### src/rtl/forth_pkg.sv
`default_nettype none
// ============================================================================
// Module   : forth_pkg
// Purpose  : Shared definitions for the dictionary lookup front end:
//            character-class threshold, word scanner state encoding and
//            the delimiter test used by every stage that tokenises input.
// Revision : 1.0 - initial release
// ============================================================================
package forth_pkg;

    // Every character at or below this code point separates words.
    localparam logic [7:0] CHAR_DELIM_MAX = 8'h20;

    typedef enum logic [2:0] {
        IDLE    = 3'd0,
        COLLECT = 3'd1,
        PUBLISH = 3'd2,
        STROBE  = 3'd3,
        HOLD    = 3'd4
    } scan_state_t;

    // Characters are zero-extended to 32 bits by the caller so the same
    // test serves any character width up to 32.
    function automatic logic is_delim(input logic [31:0] c);
        return (c <= {24'h000000, CHAR_DELIM_MAX});
    endfunction

endpackage
`default_nettype wire

### src/rtl/word_scanner_if.sv
`default_nettype none
// ============================================================================
// Module   : word_scanner_if
// Purpose  : Character-in / key-out bundle of the word scanner.
// Ports    : i_char, i_char_valid, o_char_ready  - character stream handshake
//            o_key, o_len, o_overflow            - published word
//            o_update, i_ack, o_busy             - lookup strobe and release
//            Modport master is the scanner side, slave the environment
//            (character source plus dictionary index finder).
// Revision : 1.0 - initial release
// ============================================================================
interface word_scanner_if #(
    parameter int KEY_WIDTH  = 8,
    parameter int KEY_LENGTH = 4
);
    localparam int LEN_BITS = $clog2(KEY_LENGTH + 1);

    logic [KEY_WIDTH-1:0]                  i_char;
    logic                                  i_char_valid;
    logic                                  o_char_ready;
    logic [KEY_LENGTH-1:0][KEY_WIDTH-1:0]  o_key;
    logic [LEN_BITS-1:0]                   o_len;
    logic                                  o_overflow;
    logic                                  o_update;
    logic                                  i_ack;
    logic                                  o_busy;

    modport master (
        input  i_char, i_char_valid, i_ack,
        output o_char_ready, o_key, o_len, o_overflow, o_update, o_busy
    );

    modport slave (
        output i_char, i_char_valid, i_ack,
        input  o_char_ready, o_key, o_len, o_overflow, o_update, o_busy
    );

endinterface
`default_nettype wire

### src/rtl/word_scanner_char_class.sv
`default_nettype none
// ============================================================================
// Module   : char_class
// Purpose  : Combinational character classifier shared by the word scanner
//            and the number parser.
// Ports    : i_char     - character under test
//            o_is_delim - character is a word separator
//            o_folded   - character, upper-cased when FOLD_CASE is set
// Revision : 1.0 - initial release
// ============================================================================
module char_class
    import forth_pkg::*;
#(
    parameter int KEY_WIDTH = 8,
    parameter int FOLD_CASE = 0
) (
    input  wire logic [KEY_WIDTH-1:0] i_char,
    output logic                      o_is_delim,
    output logic [KEY_WIDTH-1:0]      o_folded
);

    logic [31:0] w_char_ext;

    assign w_char_ext = 32'(i_char);
    assign o_is_delim = is_delim(w_char_ext);

    generate
        if (FOLD_CASE != 0) begin : g_fold
            logic w_lower;
            assign w_lower  = (w_char_ext >= 32'h61) && (w_char_ext <= 32'h7A);
            // 'a'..'z' sit exactly 0x20 above 'A'..'Z'.
            assign o_folded = w_lower ? (i_char - KEY_WIDTH'(32)) : i_char;
        end else begin : g_no_fold
            assign o_folded = i_char;
        end
    endgenerate

endmodule
`default_nettype wire

### src/rtl/word_scanner.sv
`default_nettype none
// ============================================================================
// Module   : word_scanner
// Purpose  : Splits the incoming character stream into whitespace-delimited
//            words, packs each into a zero-padded key, strobes the dictionary
//            index finder and holds the key until it is acknowledged.
// Ports    : i_clk   - system clock
//            i_reset - asynchronous active-high reset
//            bus     - word_scanner_if.master (character handshake, key,
//                      length, overflow, update strobe, ack, busy)
// Revision : 1.0 - initial release
// ============================================================================
module word_scanner
    import forth_pkg::*;
#(
    parameter int KEY_WIDTH  = 8,
    parameter int KEY_LENGTH = 4,
    parameter int FOLD_CASE  = 0
) (
    input  wire logic      i_clk,
    input  wire logic      i_reset,
    word_scanner_if.master bus
);

    localparam int LEN_BITS = $clog2(KEY_LENGTH + 1);

    scan_state_t                          state_q, state_d;
    logic [KEY_LENGTH-1:0][KEY_WIDTH-1:0] key_q, key_d;
    logic [LEN_BITS-1:0]                  len_q, len_d;
    logic                                 ovf_q, ovf_d;
    logic                                 upd_q, upd_d;

    logic                                 w_is_delim;
    logic [KEY_WIDTH-1:0]                 w_folded;
    logic                                 w_char_ready;
    logic                                 w_accept;

    char_class #(
        .KEY_WIDTH (KEY_WIDTH),
        .FOLD_CASE (FOLD_CASE)
    ) u_char_class (
        .i_char     (bus.i_char),
        .o_is_delim (w_is_delim),
        .o_folded   (w_folded)
    );

    // Ready drops with reset itself so nothing is taken while reset is high.
    assign w_char_ready = ((state_q == IDLE) || (state_q == COLLECT)) && !i_reset;
    assign w_accept     = bus.i_char_valid && w_char_ready;

    always_comb begin
        state_d = state_q;
        key_d   = key_q;
        len_d   = len_q;
        ovf_d   = ovf_q;
        upd_d   = 1'b0;

        case (state_q)
            IDLE: begin
                if (w_accept && !w_is_delim) begin
                    state_d  = COLLECT;
                    key_d    = '0;
                    key_d[0] = w_folded;
                    len_d    = LEN_BITS'(1);
                    ovf_d    = 1'b0;
                end
            end

            COLLECT: begin
                if (w_accept) begin
                    if (w_is_delim) begin
                        state_d = PUBLISH;
                    end else if (len_q < LEN_BITS'(KEY_LENGTH)) begin
                        // Loop compare keeps the slot select in range even
                        // though len_q can encode KEY_LENGTH itself.
                        for (int i = 0; i < KEY_LENGTH; i++) begin
                            if (LEN_BITS'(i) == len_q) begin
                                key_d[i] = w_folded;
                            end
                        end
                        len_d = len_q + LEN_BITS'(1);
                    end else begin
                        ovf_d = 1'b1;
                    end
                end
            end

            PUBLISH: begin
                // Key has been stable for a full cycle; raise the strobe
                // registered so it appears during STROBE.
                state_d = STROBE;
                upd_d   = 1'b1;
            end

            STROBE: begin
                state_d = HOLD;
            end

            HOLD: begin
                if (bus.i_ack) begin
                    state_d = IDLE;
                end
            end

            default: begin
                state_d = IDLE;
            end
        endcase
    end

    always_ff @(posedge i_clk or posedge i_reset) begin
        if (i_reset) begin
            state_q <= IDLE;
            key_q   <= '0;
            len_q   <= '0;
            ovf_q   <= 1'b0;
            upd_q   <= 1'b0;
        end else begin
            state_q <= state_d;
            key_q   <= key_d;
            len_q   <= len_d;
            ovf_q   <= ovf_d;
            upd_q   <= upd_d;
        end
    end

    assign bus.o_char_ready = w_char_ready;
    assign bus.o_key        = key_q;
    assign bus.o_len        = len_q;
    assign bus.o_overflow   = ovf_q;
    assign bus.o_update     = upd_q;
    assign bus.o_busy       = (state_q == PUBLISH) || (state_q == STROBE) ||
                              (state_q == HOLD);

endmodule
`default_nettype wire

### src/flat_wrapper.sv
// flat-port wrapper written by rule: the top's interface ports become plain ports
module word_scanner_flat import forth_pkg::*;
#(
    parameter int KEY_WIDTH  = 8,
    parameter int KEY_LENGTH = 4,
    parameter int FOLD_CASE  = 0
)
  (i_clk, i_reset, bus_i_char, bus_i_char_valid, bus_i_ack, bus_o_char_ready, bus_o_key, bus_o_len, bus_o_overflow, bus_o_update, bus_o_busy);
  word_scanner_if #(.KEY_WIDTH(KEY_WIDTH), .KEY_LENGTH(KEY_LENGTH)) bus_i ();
  input  wire logic i_clk;
  input  wire logic i_reset;
  input wire logic [$bits(bus_i.i_char)-1:0] bus_i_char;
  input wire logic [$bits(bus_i.i_char_valid)-1:0] bus_i_char_valid;
  input wire logic [$bits(bus_i.i_ack)-1:0] bus_i_ack;
  output wire logic [$bits(bus_i.o_char_ready)-1:0] bus_o_char_ready;
  output wire logic [$bits(bus_i.o_key)-1:0] bus_o_key;
  output wire logic [$bits(bus_i.o_len)-1:0] bus_o_len;
  output wire logic [$bits(bus_i.o_overflow)-1:0] bus_o_overflow;
  output wire logic [$bits(bus_i.o_update)-1:0] bus_o_update;
  output wire logic [$bits(bus_i.o_busy)-1:0] bus_o_busy;
  assign bus_i.i_char = bus_i_char;
  assign bus_i.i_char_valid = bus_i_char_valid;
  assign bus_i.i_ack = bus_i_ack;
  assign bus_o_char_ready = bus_i.o_char_ready;
  assign bus_o_key = bus_i.o_key;
  assign bus_o_len = bus_i.o_len;
  assign bus_o_overflow = bus_i.o_overflow;
  assign bus_o_update = bus_i.o_update;
  assign bus_o_busy = bus_i.o_busy;
  word_scanner #(.KEY_WIDTH(KEY_WIDTH), .KEY_LENGTH(KEY_LENGTH), .FOLD_CASE(FOLD_CASE)) u_core (.i_clk(i_clk), .i_reset(i_reset), .bus(bus_i));
endmodule
### config.mk
export PLATFORM = sky130hd
export DESIGN_NAME = word_scanner_flat
export DESIGN_NICKNAME = d
export VERILOG_FILES = /design/src/rtl/forth_pkg.sv /design/src/rtl/word_scanner_if.sv /design/src/rtl/word_scanner_char_class.sv /design/src/rtl/word_scanner.sv /design/src/flat_wrapper.sv
export SDC_FILE = /design/constraint.sdc
export NUM_CORES = 1
export LEC_CHECK = 0
export ABC_CLOCK_PERIOD_IN_PS = 2000
export CORE_AREA = 5 5 71 73
export DETAILED_ROUTE_END_ITERATION = 12
export DIE_AREA = 0 0 76 78
export PLACE_DENSITY = 0.77
export REMOVE_ABC_BUFFERS = 1
export SYNTH_ARGS = -nofsm -noshare
export SYNTH_HDL_FRONTEND = slang
export SYNTH_SLANG_ARGS = --single-unit
### constraint.sdc
create_clock -name i_clk -period 2 [get_ports i_clk]
set_input_delay 0.4 -clock i_clk [delete_from_list [all_inputs] [get_ports i_clk]]
set_output_delay 0.4 -clock i_clk [all_outputs]
set_load 0.01 [all_outputs]
==> implementation parameters, run 1 <==
Parameter                              Value

Clock network
  Root Driver ... sky130_fd_sc_hd__clkbuf_8
  Maximum root-to-sink buffer count ... 2
  Clock-pin slew of the registers on the worst-case setup and hold paths ... 80 ps
  Worst-skew pair later-pin latency ... 290 ps
  Inserted Clock Buffers ... 5
  Number of H-tree levels ... 2
  CTS sink cnt ... 40
  Quantity of hold-fixing buffers added after cts ... 0
  Clock tree from TritonCTS ... done

Drt
  Final routed wire length divided by cell count ... 17.4 µm
  Number of DRC markers in iteration 0 ... 102
  Total wire length ... 4630 µm
  Number of remaining DRC errors ... 0
  Vias after detailed routing ... 1383
  Count of antenna-violating nets left after detailed routing ... 0
  DR vias/cell ... 5.20
  Number of detailed-routing iterations run before antenna repair ... 4

Timing
  Crit path setup slack, layout ... -3.61 ps
  Setup repair after global routing missed its margin ... true
  Final sum of negative setup slack ... -3.61 ps
  Setup violators final ... 1
  Time the final worst path needs with I/O delays and setup ... 2000 ps
  Worst slew margin ... 0.663
  Fmax ... 499 MHz
  Max Transition Viols Final ... 0
  Crit share post-route ... 1.00
  Largest clock skew in the final design ... 2.83 ps
  Worst-margin pin slew ... 505 ps
  Endpoints failing hold ... 0

Setup path
  Startpoint type of the worst setup path ... flop
  Required time at the endpoint of the critical path ... 2180 ps
  Max FO, Critical Path ... 4
  Crit. End Element ... flop
  Kind of critical path ... flop to flop
  Worst Path Arrival ... 2180 ps

Synthesis
  Synthesized instance count ... 132
  Mean Syn Cell Area ... 13.3 µm²
  Post-synthesis instance area ... 1760 µm²
  Seq/Total Area, Yosys ... 0.569
  YS warnings ... 0
  Flops & latches, synth ... 40
  Count of distinct cell types in the synthesized netlist ... 25

Layout
  Fraction of layout cells with a size suffix above 1 ... 0.346
  Signed area change from the synthesized netlist to the final layout ... 50.3%
  Final core area utilization ... 0.616
  Number of filler cells placed in the layout ... 350
  Count of antenna diodes in the layout ... 0
  Final #Nets ... 230

Die
  Total I/O pin count ... 51
  Die Span X ... 76 µm
  Starting utilization of the core area ... 0.410
  Area inside the core boundary ... 4290 µm²
  Std cell rows ... 24
  Chip Height ... 78 µm
  Floorplan die area ... 5930 µm²

Place
  Placed wire-length estimate ... 3450 µm
  Final Wtd Congestion ... 0.875
  Port Buffer Count ... 50
  Worst slack after detailed placement ... -458 ps

Pwr
  Worst VDD drop ... 0.000387 V
  Power Density ... 1340 nW/µm²
  Leakage Power ... 1.21 nW

GRT
  Largest net degree at the start of global routing ... 41
  Number of global-route vias before repair ... 1456
  Global-route wire length before repair ... 7520 µm
  Number of antenna violations at the first check in global routing ... 0
  Global-route total usage across every layer ... 0.161
  Overflow left after global routing ... 0

Hold path
  Path class of the lowest-slack min-delay path ... primary input to asynchronous set/reset pin

Job
  Max-cap violation count ... 0

Outcome
  Run status ... finished, violations left
  Failing checks ... negative setup slack
sequential cells by signal (all words and copies together), names as in the netlist:
| signal | cells |
|---|---|
| u_core.bus.o_key | 32 |
| u_core.bus.o_update | 1 |
| u_core.bus.o_overflow | 1 |
| u_core.state_q | 3 |
| u_core.bus.o_len | 3 |
worst max-delay path: stages, from the launching register on:
cell	delay, ps
sky130_fd_sc_hd__dfrtp_1	390
sky130_fd_sc_hd__or4b_4	550
sky130_fd_sc_hd__a211oi_4	310
sky130_fd_sc_hd__buf_6	170
sky130_fd_sc_hd__o21ai_4	60
sky130_fd_sc_hd__buf_6	140
sky130_fd_sc_hd__mux2_2	270
synth_stat cells:
library cell	number	share of area
sky130_fd_sc_hd__ha_1	5	0.036
sky130_fd_sc_hd__nor3_1	4	0.011
sky130_fd_sc_hd__or4b_4	1	0.0078
sky130_fd_sc_hd__dfrtp_1	40	0.57
sky130_fd_sc_hd__o21ai_2	4	0.020
sky130_fd_sc_hd__nand3_1	2	0.0057
sky130_fd_sc_hd__mux2_2	32	0.20
sky130_fd_sc_hd__nor4_1	1	0.0036
sky130_fd_sc_hd__buf_2	1	0.0028
sky130_fd_sc_hd__nor2_1	4	0.0085
sky130_fd_sc_hd__nand2_1	3	0.0064
sky130_fd_sc_hd__a211oi_4	1	0.011
sky130_fd_sc_hd__nand3b_1	2	0.0085
sky130_fd_sc_hd__a22o_1	1	0.0050
sky130_fd_sc_hd__o21ai_0	4	0.011
sky130_fd_sc_hd__nor3b_1	1	0.0043
sky130_fd_sc_hd__and2_1	8	0.028
sky130_fd_sc_hd__inv_1	5	0.011
sky130_fd_sc_hd__nand2b_1	1	0.0036
sky130_fd_sc_hd__nor2b_1	5	0.018
sky130_fd_sc_hd__or3b_2	1	0.0050
sky130_fd_sc_hd__a211o_1	1	0.0050
sky130_fd_sc_hd__a31oi_1	1	0.0036
sky130_fd_sc_hd__a21oi_1	3	0.0085
sky130_fd_sc_hd__clkbuf_1	1	0.0021
where the power goes:
group	internal [mW]	leakage, nW	total (mW)	switching, mW
registers	1.15	0.507	1.36	0.211
clock network	0.243	0.0479	0.525	0.282
logic	0.991	0.650	1.66	0.669
cell usage in the layout, fill, tap and decap left out, types with 2 or more instances in the layout:
| master | instances |
|---|---|
| sky130_fd_sc_hd__a21oi_1 | 3 |
| sky130_fd_sc_hd__and2_1 | 8 |
| sky130_fd_sc_hd__buf_4 | 23 |
| sky130_fd_sc_hd__buf_6 | 3 |
| sky130_fd_sc_hd__clkbuf_8 | 5 |
| sky130_fd_sc_hd__clkdlybuf4s50_1 | 46 |
| sky130_fd_sc_hd__clkinv_2 | 2 |
| sky130_fd_sc_hd__dfrtp_1 | 40 |
| sky130_fd_sc_hd__dlygate4sd2_1 | 4 |
| sky130_fd_sc_hd__ha_1 | 5 |
| sky130_fd_sc_hd__inv_1 | 5 |
| sky130_fd_sc_hd__mux2_2 | 31 |
| sky130_fd_sc_hd__nand2_1 | 3 |
| sky130_fd_sc_hd__nand3_1 | 2 |
| sky130_fd_sc_hd__nand3b_1 | 2 |
| sky130_fd_sc_hd__nor2_1 | 4 |
| sky130_fd_sc_hd__nor2b_1 | 5 |
| sky130_fd_sc_hd__nor3_1 | 4 |
| sky130_fd_sc_hd__o21ai_0 | 4 |
| sky130_fd_sc_hd__o21ai_4 | 4 |
final cells by class:
cell class	instances	area [µm²]	area share
repair buffers	76	702	0.265
well taps	52	65.1	0.0246
clock buffers	5	68.8	0.0260
multi-input cells	85	772	0.292
clock inverters	3	18.8	0.00709
inverters	5	18.8	0.00709
flip-flops and latches	40	1000	0.378
timing repair:
action                                  in CTS  in global routing
gates cloned                                 0                  0
setup buffers                                3                  5
gates resized for setup                     11                  2
pin swaps                                    2                  4
endpoints found under the setup margin      35                 32
cell families (layout without fill, tap and decap cells):
kind of cell / Yosys count / after routing / synth area share
AOI/OAI and AO/OA: 15 / 15 / 0.0647
muxes: 32 / 32 / 0.205
adders and majority gates: 5 / 5 / 0.0355
buffers and inverters: 7 / 89 / 0.0156
DFF: 40 / 40 / 0.569
and+or+nand+nor: 33 / 33 / 0.111
final timing paths:
check,startpoint,to,slack (ps),cells after the start
worst min-delay path,i_reset,u_core.bus.o_len[2],500,4
max in group asynchronous,i_reset,u_core.state_q[2],1130,4
worst max-delay path,u_core.state_q[1],u_core.bus.o_key[20],-4,6
min in group i_clk,u_core.bus.o_key[26],u_core.bus.o_key[26],510,1
worst max register to register,u_core.state_q[1],u_core.bus.o_key[20],-4,6
worst min register to register,u_core.bus.o_key[26],u_core.bus.o_key[26],510,1
metrics by stage:
stage / area (µm²) / power, mW / cells / hold slack [ps]
6_report: 2650 / 3.55 / 266 / 500
3_5_place_dp: 2450 / 3.00 / 250 / 493
2_1_floorplan: 1750 / 2.03 / 130 / 507
4_1_cts: 2600 / 3.57 / 261 / 511
3_3_place_gp: 2450 / 2.90 / 250 / 487
5_1_grt: 2650 / 3.75 / 266 / 527
routing by layer:
metal,GRT usage,part of all wire
met4,0.0641,0.017
met5,0,0
met1,0.182,0.40
met2,0.286,0.53
met3,0.0440,0.052
Power figures use the tool's default switching activity.
==> run 2: changes to the inputs <==
--- a/config.mk
+++ b/config.mk
@@ -6,11 +6,12 @@
 export NUM_CORES = 1
 export LEC_CHECK = 0
 export ABC_CLOCK_PERIOD_IN_PS = 2000
-export CORE_AREA = 5 5 71 73
+export CORE_AREA = 3 3 70 72
 export DETAILED_ROUTE_END_ITERATION = 12
-export DIE_AREA = 0 0 76 78
-export PLACE_DENSITY = 0.77
+export DIE_AREA = 0 0 73 75
+export PLACE_DENSITY = 0.76
 export REMOVE_ABC_BUFFERS = 1
 export SYNTH_ARGS = -nofsm -noshare
 export SYNTH_HDL_FRONTEND = slang
+export SYNTH_HIERARCHICAL = 1
 export SYNTH_SLANG_ARGS = --single-unit
==> run 2 against run 1 <==
Net effect: the flow now finishes without violations; register-to-register slack improved by 180 ps; final cell count fell by 2.3%; maximum frequency rose by 3.8%; clock power rose by 34%; sequential power fell by 13%; first-iteration DRC count fell by 38%; die area fell by 7.6%; worst setup slack improved by 73 ps; design area fell by 0.47%; global-route usage rose by 1.4 points; routed wire length fell by 2.4%; critical endpoint is now u_core/bus.o_key[18]; largest power group is now sequential cells.
==> implementation parameters, run 2 <==
Parameter                              Value

Hold path
  Path class of the lowest-slack min-delay path ... primary input to flop

Timing
  Worst-margin pin slew ... 492 ps
  Fmax ... 518 MHz
  Final sum of negative setup slack ... 0 ps
  Setup repair after global routing missed its margin ... false
  Time the final worst path needs with I/O delays and setup ... 1930 ps
  Setup violators final ... 0
  Worst slew margin ... 0.672
  Crit share post-route ... 0.966
  Endpoints failing hold ... 0
  Largest clock skew in the final design ... 10.6 ps
  Max Transition Viols Final ... 0
  Hold Worst Slack ... 430 ps

Setup path
  Worst Path Arrival ... 2090 ps
  Required time at the endpoint of the critical path ... 2160 ps
  Startpoint type of the worst setup path ... primary input
  Max FO, Critical Path ... 7
  Kind of critical path ... primary input to flop
  Crit. End Element ... flop

Layout
  Final core area utilization ... 0.605
  Final instance area ... 2630 µm²
  Signed area change from the synthesized netlist to the final layout ... 47.6%
  Flip-flop count of the largest register after layout ... 32
  Highest-count cells in the layout ignoring fill and taps ... 40 x sky130_fd_sc_hd__clkdlybuf4s50_1, 40 x sky130_fd_sc_hd__dfrtp_1, 25 x sky130_fd_sc_hd__a22o_1
  Number of filler cells placed in the layout ... 324
  Count of antenna diodes in the layout ... 0
  Final #Nets ... 224
  Fraction of layout cells with a size suffix above 1 ... 0.269

Place
  Final Wtd Congestion ... 0.869
  Port Buffer Count ... 50
  Area of placed instances ... 2460 µm²
  Placed wire-length estimate ... 3390 µm

Die
  Std cell rows ... 24
  Die Span X ... 73 µm
  Total I/O pin count ... 51
  Floorplan die area ... 5480 µm²
  Area inside the core boundary ... 4350 µm²
  Chip Height ... 75 µm
  Starting utilization of the core area ... 0.410

Drt
  Vias after detailed routing ... 1389
  Count of antenna-violating nets left after detailed routing ... 0
  Total wire length ... 4520 µm
  Number of DRC markers in iteration 0 ... 63
  Final routed wire length divided by cell count ... 17.4 µm
  DR vias/cell ... 5.34
  Number of detailed-routing iterations run before antenna repair ... 4
  Number of remaining DRC errors ... 0

Pwr
  Share of total power in sequential cells ... 0.391
  Reported net switching power ... 900 µW
  Internal Dissipation ... 2.14 mW
  Proportion of total power due to net switching ... 0.296
  Worst VDD drop ... 0.000643 V
  Part of the power in combinational logic ... 0.378
  Fraction of power consumed by the clock network ... 0.231
  Leakage Power ... 1.19 nW
  Power Density ... 1150 nW/µm²

Synthesis
  Synthesized instance count ... 136
  Predominant post-synthesis flop cell ... sky130_fd_sc_hd__dfrtp_1
  Count of flip-flops with a built-in enable after synthesis ... 0
  Proportion of netlist area held by the largest area contributor ... 0.561
  Leading area contributor after synthesis ... sky130_fd_sc_hd__dfrtp_1
  Async S/R FF share, synth ... 1.00
  Flops & latches, synth ... 40
  Top-count cell post-synth ... sky130_fd_sc_hd__dfrtp_1
  Seq/Total Area, Yosys ... 0.561
  Synth cell count leaders ... 40 x sky130_fd_sc_hd__dfrtp_1, 25 x sky130_fd_sc_hd__a22o_1, 9 x sky130_fd_sc_hd__buf_4
  Mean Syn Cell Area ... 13.1 µm²
  YS warnings ... 6
  Count of distinct cell types in the synthesized netlist ... 34
  Post-synthesis instance area ... 1780 µm²
  Dominant cells by area after synthesis ... sky130_fd_sc_hd__dfrtp_1 56%, sky130_fd_sc_hd__a22o_1 12%, sky130_fd_sc_hd__mux2_2 5.0%

Clock network
  Worst-skew pair later-pin latency ... 280 ps
  CTS sink cnt ... 40
  Root Driver ... sky130_fd_sc_hd__clkbuf_8
  Inserted Clock Buffers ... 5
  Clock tree from TritonCTS ... done
  Number of H-tree levels ... 2
  Clock-pin slew of the registers on the worst-case setup and hold paths ... 80 ps
  Maximum root-to-sink buffer count ... 2
  Quantity of hold-fixing buffers added after cts ... 0

GRT
  Overflow left after global routing ... 0
  Number of antenna violations at the first check in global routing ... 0
  Number of global-route vias before repair ... 1423
  Largest net degree at the start of global routing ... 41
  Global-route total usage across every layer ... 0.175
  Global-route wire length before repair ... 7240 µm

Outcome
  Run status ... finished clean

Job
  Max-cap violation count ... 0
## run 2: metal layers
metal | global-route usage | wire, µm
met2 | 0.269 | 2160
met4 | 0.0389 | 41
met3 | 0.0360 | 272
met1 | 0.256 | 2050
met5 | 0 | 0
## run 2: power by group through the flow
stage          clock network [mW]  registers (mW)  logic (mW)
4_1_cts                     0.711            1.19        1.16
3_5_place_dp                    0            1.21        1.14
5_1_grt                     0.752            1.23        1.24
3_3_place_gp                    0            1.19        1.11
2_1_floorplan                   0            1.29       0.390
6_report                    0.701            1.19        1.15
## run 2: cells by family (layout without fill, tap and decap cells)
logic type / count (synthesis) / in the layout / synth area share
AOI/OAI and AO/OA: 38 / 38 / 0.183
adders and majority gates: 5 / 5 / 0.0351
buffers and inverters: 17 / 89 / 0.0561
DFF: 40 / 40 / 0.561
muxes: 9 / 9 / 0.0561
and+or+nand+nor: 27 / 27 / 0.109
## run 2: layout make-up
cell class / instances / area, µm² / area share
Timing Repair Buffer: 76 / 692 / 0.263
Multi-Input combinational cell: 79 / 731 / 0.277
Sequential cell: 40 / 1000 / 0.380
Clock buffer: 7 / 96.3 / 0.0366
Tap cell: 52 / 65.1 / 0.0247
Clock inverter: 1 / 30.0 / 0.0114
Inverter: 5 / 18.8 / 0.00713
## run 2: repair_timing
action,4_1_cts,5_1_grt
pin swaps,6,2
setup endpoints to repair,38,29
setup buffers,2,0
gates resized for setup,19,4
## run 2: worst max-delay path, stage by stage
cell and delay (ps):
sky130_fd_sc_hd__dlygate4sd2_1 240, sky130_fd_sc_hd__or4_4 500, sky130_fd_sc_hd__o32ai_4 170, sky130_fd_sc_hd__or3b_4 220, sky130_fd_sc_hd__buf_6 140, sky130_fd_sc_hd__nor4_4 50, sky130_fd_sc_hd__buf_4 160, sky130_fd_sc_hd__a22o_1 210
## run 2: metrics by stage
step	setup slack, ps	total power [mW]	cells
after floorplan	-33.9	1.68	124
after global placement	-542	2.30	250
after detailed placement	-607	2.35	250
after CTS	1.88	3.06	260
after global routing	33.9	3.22	260
final	68.9	3.04	260
## run 2: final timing paths
kind,startpoint,endpoint,cells after the start,slack [ps]
max in group asynchronous,i_reset,u_core/bus.o_key[7],4,860
setup / recovery,bus_i_char[3],u_core/bus.o_key[18],8,70
hold / removal,bus_i_char[6],u_core/bus.o_key[14],2,430
min in group asynchronous,i_reset,u_core/state_q[0],4,780
setup reg to reg,u_core/state_q[2],u_core/bus.o_key[2],5,180
hold reg to reg,u_core/bus.o_key[22],u_core/bus.o_key[22],1,510
